[src/rtl/branch_unit_ras.sv]
// EX-stage branch resolver with a circular return-address stack; registered outputs, one-cycle latency.
// Optional BRANCH_STATS_EN adds branch and taken counters.
module branch_unit_ras #(
  parameter int ADDR_W    = 32,
  parameter int JADDR_W   = 26,
  parameter int RAS_DEPTH = 8
) (
  input  logic                         clk,
  input  logic                         rst_n,
  input  logic                         in_valid,
  input  logic                         flush,
  input  logic [5:0]                   opcode,
  input  logic [ADDR_W-1:0]            rs,
  input  logic [JADDR_W-1:0]           jaddr,
  input  logic [ADDR_W-1:0]            pc,
  input  logic                         carry_flag,
  input  logic                         zero_flag,
  input  logic                         overflow_flag,
  input  logic                         sign_flag,
  output logic                         out_valid,
  output logic                         pc_src,
  output logic [ADDR_W-1:0]            ex_npc,
  output logic [$clog2(RAS_DEPTH):0]   ras_count,
  output logic                         ras_ovf,
  output logic                         ras_unf
`ifdef BRANCH_STATS_EN
  ,
  output logic [31:0]                  br_count,
  output logic [31:0]                  taken_count
`endif
);

  localparam int PW = $clog2(RAS_DEPTH);
  localparam int CW = PW + 1;

  logic              out_valid_q, out_valid_d;
  logic              pc_src_q, pc_src_d;
  logic [ADDR_W-1:0] ex_npc_q, ex_npc_d;
  logic [PW-1:0]     tp_q, tp_d;
  logic [CW-1:0]     count_q, count_d;
  logic              ovf_q, ovf_d;
  logic              unf_q, unf_d;
  logic [ADDR_W-1:0] stack_q [RAS_DEPTH];
  logic [ADDR_W-1:0] stack_d [RAS_DEPTH];

  logic              accept;
  logic              is_branch;
  logic              taken;
  logic              push;
  logic              pop;
  logic [ADDR_W-1:0] target;
  logic [ADDR_W-1:0] next_pc;
  logic [PW-1:0]     pop_idx;

`ifdef BRANCH_STATS_EN
  logic [31:0] br_count_q, br_count_d;
  logic [31:0] taken_count_q, taken_count_d;
`endif

  always_comb begin
    accept    = in_valid & ~flush;
    is_branch = (opcode[5:4] == 2'b11);
    target    = ADDR_W'(jaddr);
    pop_idx   = tp_q - PW'(1);
    taken     = 1'b0;
    push      = 1'b0;
    pop       = 1'b0;
    next_pc   = target;
    if (accept && is_branch) begin
      case (opcode[3:0])
        4'b0000: taken = 1'b1;
        4'b0001: taken = zero_flag;
        4'b0010: taken = ~zero_flag;
        4'b0011: taken = carry_flag;
        4'b0100: taken = ~carry_flag;
        4'b0101: taken = sign_flag;
        4'b0110: taken = ~sign_flag;
        4'b0111: taken = overflow_flag;
        4'b1000: taken = ~overflow_flag;
        4'b1001: begin
          taken = 1'b1;
          push  = 1'b1;
        end
        4'b1100: begin
          taken   = 1'b1;
          next_pc = rs;
        end
        4'b1110: begin
          next_pc = stack_q[pop_idx];
          if (count_q != '0) begin
            taken = 1'b1;
            pop   = 1'b1;
          end
        end
        default: taken = 1'b0;
      endcase
    end
  end

  // Stack bookkeeping; a full stack wraps onto the oldest entry, an empty ret only raises the flag
  always_comb begin
    out_valid_d = accept;
    pc_src_d    = taken;
    ex_npc_d    = taken ? next_pc : '0;
    tp_d        = tp_q;
    count_d     = count_q;
    ovf_d       = ovf_q;
    unf_d       = unf_q;
    stack_d     = stack_q;
    if (push) begin
      stack_d[tp_q] = pc + ADDR_W'(1);
      tp_d          = tp_q + PW'(1);
      if (count_q == CW'(RAS_DEPTH)) ovf_d = 1'b1;
      else count_d = count_q + CW'(1);
    end
    if (pop) begin
      tp_d    = pop_idx;
      count_d = count_q - CW'(1);
    end
    if (accept && is_branch && opcode[3:0] == 4'b1110 && count_q == '0) unf_d = 1'b1;
  end

`ifdef BRANCH_STATS_EN
  always_comb begin
    br_count_d    = br_count_q + 32'(accept && is_branch);
    taken_count_d = taken_count_q + 32'(taken);
  end
`endif

  always_ff @(posedge clk or negedge rst_n) begin
    if (!rst_n) begin
      out_valid_q <= 1'b0;
      pc_src_q    <= 1'b0;
      ex_npc_q    <= '0;
      tp_q        <= '0;
      count_q     <= '0;
      ovf_q       <= 1'b0;
      unf_q       <= 1'b0;
      for (int i = 0; i < RAS_DEPTH; i++) stack_q[i] <= '0;
`ifdef BRANCH_STATS_EN
      br_count_q    <= '0;
      taken_count_q <= '0;
`endif
    end else begin
      out_valid_q <= out_valid_d;
      pc_src_q    <= pc_src_d;
      ex_npc_q    <= ex_npc_d;
      tp_q        <= tp_d;
      count_q     <= count_d;
      ovf_q       <= ovf_d;
      unf_q       <= unf_d;
      for (int i = 0; i < RAS_DEPTH; i++) stack_q[i] <= stack_d[i];
`ifdef BRANCH_STATS_EN
      br_count_q    <= br_count_d;
      taken_count_q <= taken_count_d;
`endif
    end
  end

  assign out_valid = out_valid_q;
  assign pc_src    = pc_src_q;
  assign ex_npc    = ex_npc_q;
  assign ras_count = count_q;
  assign ras_ovf   = ovf_q;
  assign ras_unf   = unf_q;
`ifdef BRANCH_STATS_EN
  assign br_count    = br_count_q;
  assign taken_count = taken_count_q;
`endif

endmodule

[config.mk]
export PLATFORM = sky130hd
export DESIGN_NAME = branch_unit_ras
export DESIGN_NICKNAME = d
export VERILOG_FILES = /design/src/rtl/branch_unit_ras.sv
export SDC_FILE = /design/constraint.sdc
export NUM_CORES = 1
export LEC_CHECK = 0
export CORE_MARGIN = 5
export CORE_UTILIZATION = 40
export CTS_CLUSTER_SIZE = 16
export DETAILED_ROUTE_END_ITERATION = 8
export GPL_ROUTABILITY_DRIVEN = 0
export PLACE_DENSITY = 0.69
export RECOVER_POWER = 100
export SKIP_CTS_REPAIR_TIMING = 1
export SKIP_LAST_GASP = 1
export SLEW_MARGIN = 30
export SYNTH_ARGS = -nofsm -noshare
export SYNTH_HDL_FRONTEND = slang
export SYNTH_SLANG_ARGS = --single-unit
[constraint.sdc]
create_clock -name clk -period 4.1 [get_ports clk]
set_clock_uncertainty 0.2 [all_clocks]
set_input_delay 1.23 -clock clk [delete_from_list [all_inputs] [get_ports clk]]
set_output_delay 1.23 -clock clk [all_outputs]
set_load 0.02 [all_outputs]
==> results.toml <==
[layout]
area_growth_pct = 24.80
drive_gt1_share_pct = 13.64
nets = 1514
antenna_cells = 0
fill_cells = 2979
multi_input_area_mm2 = 0.005622
fin_area_mm2 = 0.01684
regArea_mm2 = 0.007486

[placed_design]
portBuffers = 143
hpwl_mm = 24.99
dpl_cell_area_mm2 = 0.01578
place_ws_ps = 126.5

[pwr]
comb_power_share_pct = 15.3
power_density_mw_per_mm2 = 433.5
p_int_mw = 5.447
swShare_pct = 25.38
p_leak_nw = 7.412
ir_drop_mv = 0.2660
pwr-share-seq_pct = 42.4
p_clk_share_pct = 42.3
p_sw_mw = 1.852

[die]
num_rows = 67
boundaryPins = 144
dieHeight_um = 193.7
floorplan.core_area_mm2 = 0.03345
floorplan.initialDensity_pct = 40.34
dieWidth_um = 193.7
die-area_mm2 = 0.03751

[global_route]
antenna_found_initial = 1
first_global_vias = 10600
grt_max_degree = 102
grt_usage_pct = 19.79
gr-total-overflow = 0
grt_pass1_wl_mm = 59.77

[worst_setup_path]
cp-end-kind = "register"
regToRegSetupSlack_ps = 1280
crit_type = "in -> reg"
reg2reg_depth = 10
cp.required_ps = 4240
start_kind = "input port"
cp.arrival_ps = 3790
path_max_fanout = 19

[logic_synthesis]
synth_seq_cells = 299
yosysUniqueCellTypes = 57
postSynthCellCount = 1243
synth_area_per_cell_um2 = 10.86
dominantRegCellSynth = "dfrtp_1"
synth_warnings = 0
synth_edf_count = 0
async_flop_share_pct = 100.0
seq_area_frac_synth_pct = 55.45
netlist_area_mm2 = 0.01349
synth_nets = 1353

[clocking]
tritoncts = "built"
clockBufferDepth = 3
clockRootBuffer = "clkbuf_16"
clk_latency_ps = 500
cts_buffers = 34
clk_pin_slew_worst_paths_ps = 60
cts.sinks = 299
htree_levels = 2

[timing]
tightest_slew_ps = 1724
setup_ws_ps = 447.8
slew_headroom_pct = -14.91
fmax_ghz = 0.2738
min_period_ps = 3652
hold_viol = 0
fin_crit_sh_pct = 89.08
slew_violations = 62
finalSetupViolCount = 0
whs_ps = 254.8
setup_tns_ps = 0
rsz0062_at_grt = "no"

[job]
max_cap_viol_count = 1

[run_status]
status = "finished with violations"
violations = "max-capacitance violations, max-slew violations"

[min_path]
hp-class = "reg -> reg"
hold_depth = 1

[route]
ant_nets = 0
drtPass1Iterations = 5
drtIter0Drc = 778
avgViaCountPerCell = 5.464
wirelength_mm = 37.04
drcViolationCount = 0
vias = 10260
wl_per_cell_um = 19.72
-- sequential cells by signal (all words and copies together) (netlist names) --
name / cells
ras_ovf: 1
ex_npc: 32
out_valid: 1
stack_q: 256
ras_count: 4
pc_src: 1
tp_q: 3
ras_unf: 1
-- synthesized netlist by cell type, types with 4 or more instances --
library cell	instances	area, µm²
a21oi_1	75	375.4
and4_1	5	43.79
mux2i_1	10	100.1
o21ai_0	176	880.8
o21ai_1	28	140.1
xor2_1	14	122.6
clkbuf_1	70	262.8
and3_1	8	50.05
nor3b_1	4	30.03
inv_1	12	45.04
a222oi_1	22	220.2
ha_1	5	62.56
buf_2	13	65.06
mux4_2	64	1441
and2_1	4	25.02
nand4_1	11	68.82
xnor2_1	21	183.9
nand2_1	245	919.6
mux2_2	8	90.09
nand3_1	15	75.07
a211oi_1	7	52.55
dfrtp_1	299	7482
nor2b_1	4	25.02
nor3_1	10	50.05
nor2_1	67	251.5
-- cell type report --
class                      instances  share of cell area (%)
multi-input combinational        845                   33.39
timing repair buffer             212                   11.68
clock buffer                      55                   6.375
clock inverter                     7                  0.5053
inverter                          12                  0.2675
tap                              448                   3.329
sequential                       299                   44.46
-- cell families after synthesis --
logic type	count (synthesis)	synth area share (%)
buffers and inverters	99	2.958
flip-flops	299	55.45
XOR/XNOR	35	2.272
AO/OA/AOI/OAI	327	13.60
adder cells (fa/ha/maj)	6	0.6120
AND/OR/NAND/NOR	395	13.01
multiplexers	82	12.09
-- power groups by stage --
stage                     Combinational (mW)  Clock [mW]  Sequential [mW]
after floorplan                        0.665           0             3.13
after global placement                  1.13           0             3.14
after detailed placement                1.14           0             3.15
after CTS                               1.14        3.16             3.09
after global routing                    1.21        3.28             3.10
final                                   1.12        3.09             3.09
-- worst max-delay path, cell delays in order --
cell and delay, ps:
dlygate4sd3_1 550, nand4b_1 140, clkbuf_1 440, nor2_1 210, nand4_1 210, clkbuf_1 790, o21ai_0 210
-- layer usage --
layer	vias to the layer above	global-route usage (%)	routed length (µm)	part of all wire, %
met5	-	0	0	0
li1	4750	-	-	-
met3	59	4.153	2530	6.8
met2	316	32.54	17610	48
met4	0	4.983	851	2.3
met1	5137	27.13	16040	43
-- metrics by stage --
step	utilization, %	power [mW]	instances
3_5_place_dp	47.19	4.288	1816
2_1_floorplan	-	3.792	1243
6_report	50.34	7.300	1878
4_1_cts	50.65	7.394	1878
3_3_place_gp	47.19	4.269	1816
5_1_grt	50.34	7.591	1878
-- worst paths after layout --
path / from / to
max in group asynchronous: rst_n / ex_npc[14]
hold reg to reg: ras_unf / ras_unf
hold / removal: ras_unf / ras_unf
setup reg to reg: ras_count[0] / ras_count[3]
min in group asynchronous: rst_n / stack_q[163]
setup / recovery: in_valid / stack_q[4]
-- cell usage in the layout, fill, tap and decap left out, types with 10 or more instances in the layout --
master           count
a21oi_1             75
a222oi_1            22
buf_4               37
clkbuf_1            24
clkbuf_16           37
clkbuf_2            11
clkdlybuf4s50_1    100
dfrtp_1            298
dlygate4sd3_1       42
inv_1               12
mux2i_1             10
mux4_2              64
nand2_1            245
nand3_1             15
nand4_1             11
nor2_1              65
nor3_1              10
o21ai_0            201
xnor2_1             21
xor2_1              14
No activity file was read; power rests on OpenSTA's default activity.
